$ cat config.mk
export PLATFORM = sky130hd
export DESIGN_NAME = laser_pulse_sched
export DESIGN_NICKNAME = d
export VERILOG_FILES = /design/src/rtl/laser_pulse_sched.sv
export SDC_FILE = /design/constraint.sdc
export NUM_CORES = 1
export LEC_CHECK = 0
export CAP_MARGIN = 5
export CORE_MARGIN = 2
export CORE_UTILIZATION = 30
export DETAILED_ROUTE_END_ITERATION = 10
export GPL_TIMING_DRIVEN = 0
export PLACE_DENSITY = 0.46
export SKIP_CTS_REPAIR_TIMING = 1
export SLEW_MARGIN = 5
export SYNTH_ARGS = -nofsm -noshare
export SYNTH_HDL_FRONTEND = slang
export SYNTH_SLANG_ARGS = --single-unit
$ cat constraint.sdc
create_clock -name clk -period 4 [get_ports clk]
set_clock_uncertainty 0.15 [all_clocks]
set_input_delay 0.8 -clock clk [delete_from_list [all_inputs] [get_ports clk]]
set_output_delay 0.8 -clock clk [all_outputs]
set_load 0.05 [all_outputs]
$ cat src/rtl/laser_pulse_sched.sv
// Round-robin scheduler sharing one laser driver: each grant fires one pulse of
// PULSE_LEN cycles followed by COOL_LEN forced-off cycles.
module laser_pulse_sched #(
  parameter int N_REQ     = 4,
  parameter int PULSE_LEN = 3,
  parameter int COOL_LEN  = 2
) (
  input  logic                     clk,
  input  logic                     reset,
  input  logic [N_REQ-1:0]         req,
  input  logic                     abort,
  output logic                     x,
  output logic                     busy,
  output logic [$clog2(N_REQ)-1:0] grant_id,
  output logic [N_REQ-1:0]         done,
  output logic                     aborted
);

  localparam int GW       = $clog2(N_REQ);
  localparam int MAX_LEN  = (PULSE_LEN > COOL_LEN) ? PULSE_LEN : COOL_LEN;
  localparam int CW       = $clog2(MAX_LEN + 1);
  localparam bit HAS_COOL = (COOL_LEN > 0);
  localparam logic [CW-1:0] PULSE_LOAD = CW'(PULSE_LEN - 1);
  localparam logic [CW-1:0] COOL_LOAD  = CW'(HAS_COOL ? COOL_LEN - 1 : 0);

  typedef enum logic [1:0] {
    IDLE,
    FIRE,
    COOL
  } state_t;

  state_t            state_reg, state_next;
  logic [CW-1:0]     counter_reg, counter_next;
  logic [N_REQ-1:0]  pending_reg, pending_next;
  logic [GW-1:0]     last_grant_reg, last_grant_next;
  logic              x_next;
  logic              busy_next;
  logic [GW-1:0]     grant_id_next;
  logic [N_REQ-1:0]  done_next;
  logic              aborted_next;

  logic [N_REQ-1:0]  cand;
  logic [GW-1:0]     pick;
  logic              pick_found;
  logic [GW-1:0]     arb_idx;
  logic [N_REQ-1:0]  pick_onehot;
  logic [N_REQ-1:0]  grant_onehot;

  // A request seen on the arbitration edge counts even before it is latched.
  assign cand = pending_reg | req;

  genvar gi;
  generate
    for (gi = 0; gi < N_REQ; gi++) begin : g_onehot
      assign pick_onehot[gi]  = (pick == GW'(gi));
      assign grant_onehot[gi] = (grant_id == GW'(gi));
    end
  endgenerate

  // Scan from last_grant+1 with wrap; iterating backwards lets the nearest
  // candidate overwrite any farther one.
  always_comb begin
    pick       = '0;
    pick_found = 1'b0;
    arb_idx    = '0;
    for (int off = N_REQ; off >= 1; off--) begin
      arb_idx = GW'((int'(last_grant_reg) + off) % N_REQ);
      if (cand[arb_idx]) begin
        pick       = arb_idx;
        pick_found = 1'b1;
      end
    end
  end

  always_comb begin
    state_next      = state_reg;
    counter_next    = counter_reg;
    pending_next    = pending_reg | req;
    last_grant_next = last_grant_reg;
    grant_id_next   = grant_id;
    x_next          = x;
    busy_next       = busy;
    done_next       = '0;
    aborted_next    = 1'b0;

    case (state_reg)
      IDLE: begin
        x_next    = 1'b0;
        busy_next = 1'b0;
        if (pick_found) begin
          // The grant consumes the winner's request, latched or live.
          pending_next    = cand & ~pick_onehot;
          grant_id_next   = pick;
          last_grant_next = pick;
          x_next          = 1'b1;
          busy_next       = 1'b1;
          counter_next    = PULSE_LOAD;
          state_next      = FIRE;
        end
      end

      FIRE: begin
        if (abort || (counter_reg == '0)) begin
          x_next = 1'b0;
          if (abort) begin
            aborted_next = 1'b1;
          end else begin
            done_next = grant_onehot;
          end
          if (HAS_COOL) begin
            counter_next = COOL_LOAD;
            state_next   = COOL;
          end else begin
            busy_next  = 1'b0;
            state_next = IDLE;
          end
        end else begin
          counter_next = counter_reg - 1'b1;
        end
      end

      COOL: begin
        x_next = 1'b0;
        if (counter_reg == '0) begin
          busy_next  = 1'b0;
          state_next = IDLE;
        end else begin
          counter_next = counter_reg - 1'b1;
        end
      end

      default: begin
        x_next     = 1'b0;
        busy_next  = 1'b0;
        state_next = IDLE;
      end
    endcase
  end

  always_ff @(posedge clk) begin
    if (reset) begin
      state_reg      <= IDLE;
      counter_reg    <= '0;
      pending_reg    <= '0;
      last_grant_reg <= GW'(N_REQ - 1);
      grant_id       <= '0;
      x              <= 1'b0;
      busy           <= 1'b0;
      done           <= '0;
      aborted        <= 1'b0;
    end else begin
      state_reg      <= state_next;
      counter_reg    <= counter_next;
      pending_reg    <= pending_next;
      last_grant_reg <= last_grant_next;
      grant_id       <= grant_id_next;
      x              <= x_next;
      busy           <= busy_next;
      done           <= done_next;
      aborted        <= aborted_next;
    end
  end

endmodule
==> qor.yml <==
detailed_routing:
  drtAntennaViolNets: 0
  route.detailed.wl_per_inst_um: 13.58
  routed_via_count: 879
  routed_via_density: 5.140
  route.detailed.drc: 0
  first_pass_iters: 5
  overall_routed_net_length_um: 2322
  drt_first_iter_violations: 16
global_route:
  grt_first_pass_wirelength_um: 3870
  sum_of_overflow_across_all_layers_after_global_routing: 0
  grt_pass1_vias: 799
  grt_antenna_before_repair: 0
  grt_max_degree: 12
  grt.total_usage: 0.1406
finish:
  post_route_cells_drive_above_1_share: 0.1024
  finish.utilization: 0.3960
  layout.cells.most_common: "dfxtp_1"
  fin_nets: 141
  diodes: 0
  commonest_non_fill_non_tap_cells_in_the_layout: "dfxtp_1, clkdlybuf4s50_1, nor2_1"
  synthToLayoutAreaGrowth_pct: 23.37
  post_route_cell_area_um2: 1229
timing:
  report.final.setup_viol: 0
  hold_ws_ns: 0.3389
  period_minus_slack_ns: 2.530
  summed_negative_setup_slack_over_all_endpoints_ns: 0
  timing.max_slew.rel_slack: 0.6009
  rsz0062_at_grt: "no"
  layout_setup_ws_ns: 1.470
  final_hold_viol_count: 0
  min_period_over_period: 0.6326
  slew_violations: 0
  max_freq_mhz: 395.2
  worst_slew_pin_slew_ns: 0.5932
clock_tree:
  root_buffer: "clkbuf_4"
  cts.clk_slew.worst_paths_ns: 0.12
  ctsHtreeMaxLevel: 1
  tritoncts_num_sinks: 19
  clock_tree_from_tritoncts: "yes"
  cts_inserted_buffers: 3
  cts.path.max_buffers: 2
  clock_insertion_delay_worst_skew_ns: 0.30
power_and_ir_drop:
  power_density_relative_to_cell_area_nw_per_um2: 720.1
  worst_ir_drop_vdd_mv: 0.2650
  total_leakage_power_nw: 0.4613
yosys:
  ys_seq_elements: 19
  synth_top_family_by_area: "simple AND/OR/NAND/NOR gates"
  simple_gate_fraction_of_synth_area: 0.2513
  netlist-cell-type-count: 37
  synth_area_in_xor_xnor: 0
  synth_area_per_cell_um2: 9.222
  postSynthCellCount: 108
  synth_fp_nets: 121
  yosys_warnings: 0
  ys_seq_area_frac: 0.3819
  synth_compound_gate_area_share: 0.2399
  syn_area_um2: 996.0
  synthAdderAreaFrac: 0.07538
  synth_mux_area_frac: 0.02010
placed_design:
  placement.cell_area_um2: 1201
  post-place-ws_ns: 1.161
  routability_driven_placement_congestion_ratio: 0.7708
  place_hpwl_um: 1776
  io_buffers: 15
floorplanning:
  die_w_um: 61.62
  io_pins: 16
  start_util: 0.3210
  rows: 20
  chipHeight_um: 61.62
  design.die.area_um2: 3797
  coreArea_um2: 3103
setup_path:
  arrival_ns: 2.59
  critical_path_class: "input pin to flip-flop"
  endpoint_required_time_on_the_critical_path_ns: 4.06
  endpoint_kind: "flip-flop"
  crit_chain: "clkdlybuf4s50_1 -> nor2_1 -> o32ai_1 -> mux2i_1 -> o21ai_1 -> a311oi_1"
  setup.worst_path.start_class: "input pin"
  worstPathMaxFanout: 6
  cp_slowest_stage_delay_ns: 0.48
  worst_path_max_delay_cell: "clkdlybuf4s50_1"
status:
  run_status: "completed"
run:
  maxCapViolations: 0
worst_hold_path:
  worstHoldPathType: "flip-flop to flip-flop"
-- synthesized netlist by cell type --
cell,instances,area (um^2)
a2111oi_2,1,15.01
a211o_1,2,17.52
a211oi_1,1,7.510
a21boi_0,1,7.510
a21oi_1,7,35.03
a21oi_2,1,8.760
a221oi_1,1,8.760
a2bb2oi_1,1,8.760
a311oi_1,5,43.79
a31oi_1,4,25.02
and3_1,1,6.260
and3b_1,2,17.52
and4bb_2,1,12.51
buf_2,1,5.000
clkbuf_1,2,7.510
dfxtp_1,19,380.4
ha_1,6,75.07
inv_1,5,18.77
mux2i_1,2,20.02
nand2_1,6,22.52
nand2b_4,1,13.76
nand3_1,1,5.000
nor2_1,10,37.54
nor2_2,1,6.260
nor2b_1,4,25.02
nor3_1,4,20.02
nor3b_1,1,7.510
nor4_1,3,18.77
nor4b_1,1,8.760
nor4bb_1,2,20.02
o211ai_1,1,7.510
o21ai_0,3,15.01
o21ai_1,1,5.000
o21ai_4,1,16.27
o32ai_1,2,17.52
or3_1,1,6.260
or4_4,2,22.52
-- path summary, 6_finish.rpt --
kind | startpoint | endpoint | slack (ns) | depth (start not counted)
worst max register to register | state_reg[0] | last_grant_reg[0] | 2.03 | 5
worst min register to register | x | x | 0.34 | 2
worst max-delay path | req[3] | pending_reg[1] | 1.47 | 6
worst min-delay path | x | x | 0.34 | 2
-- power by group --
| group | internal [mW] | switching, mW |
|---|---|---|
| logic | 0.191 | 0.297 |
| registers | 0.249 | 0.0473 |
| clock network | 0.0372 | 0.0641 |
| total | 0.477 | 0.408 |
-- through the flow --
step	instances	power [mW]
after floorplan	108	0.6578
after global placement	167	0.7832
after detailed placement	167	0.7899
after CTS	171	0.8982
after global routing	171	0.9642
final	171	0.8848
-- routing by layer --
metal | vias to the layer above | part of all wire | GRT usage
met1 | 407 | 0.51 | 0.1947
met3 | 2 | 0.038 | 0.02941
li1 | 455 | - | -
met2 | 15 | 0.44 | 0.2135
met4 | 0 | 0.0065 | 0.05471
met5 | - | 0 | 0
-- worst max-delay path, delay by kind of cell --
kind	cells	cell delay [ns]
AND/OR/NAND/NOR	1	0.36
buffers and inverters	1	0.48
multiplexers	1	0.33
AO/OA/AOI/OAI	3	0.61
-- kinds of logic after synthesis --
logic type	Yosys count
simple gates	41
fa+ha+maj	6
buf+inv	8
flops	19
compound gates	32
mux	2
-- area by class of cell --
cell class / count / area [um^2]
Clock inverter: 1 / 5.005
Multi-Input combinational cell: 81 / 584.3
Buffer: 3 / 12.51
Tap cell: 44 / 55.05
Clock buffer: 3 / 22.52
Fill cell: 353 / 1874
Inverter: 5 / 18.77
Sequential cell: 19 / 380.4
Timing Repair Buffer: 15 / 150.1
Power figures use the tool's default switching activity.
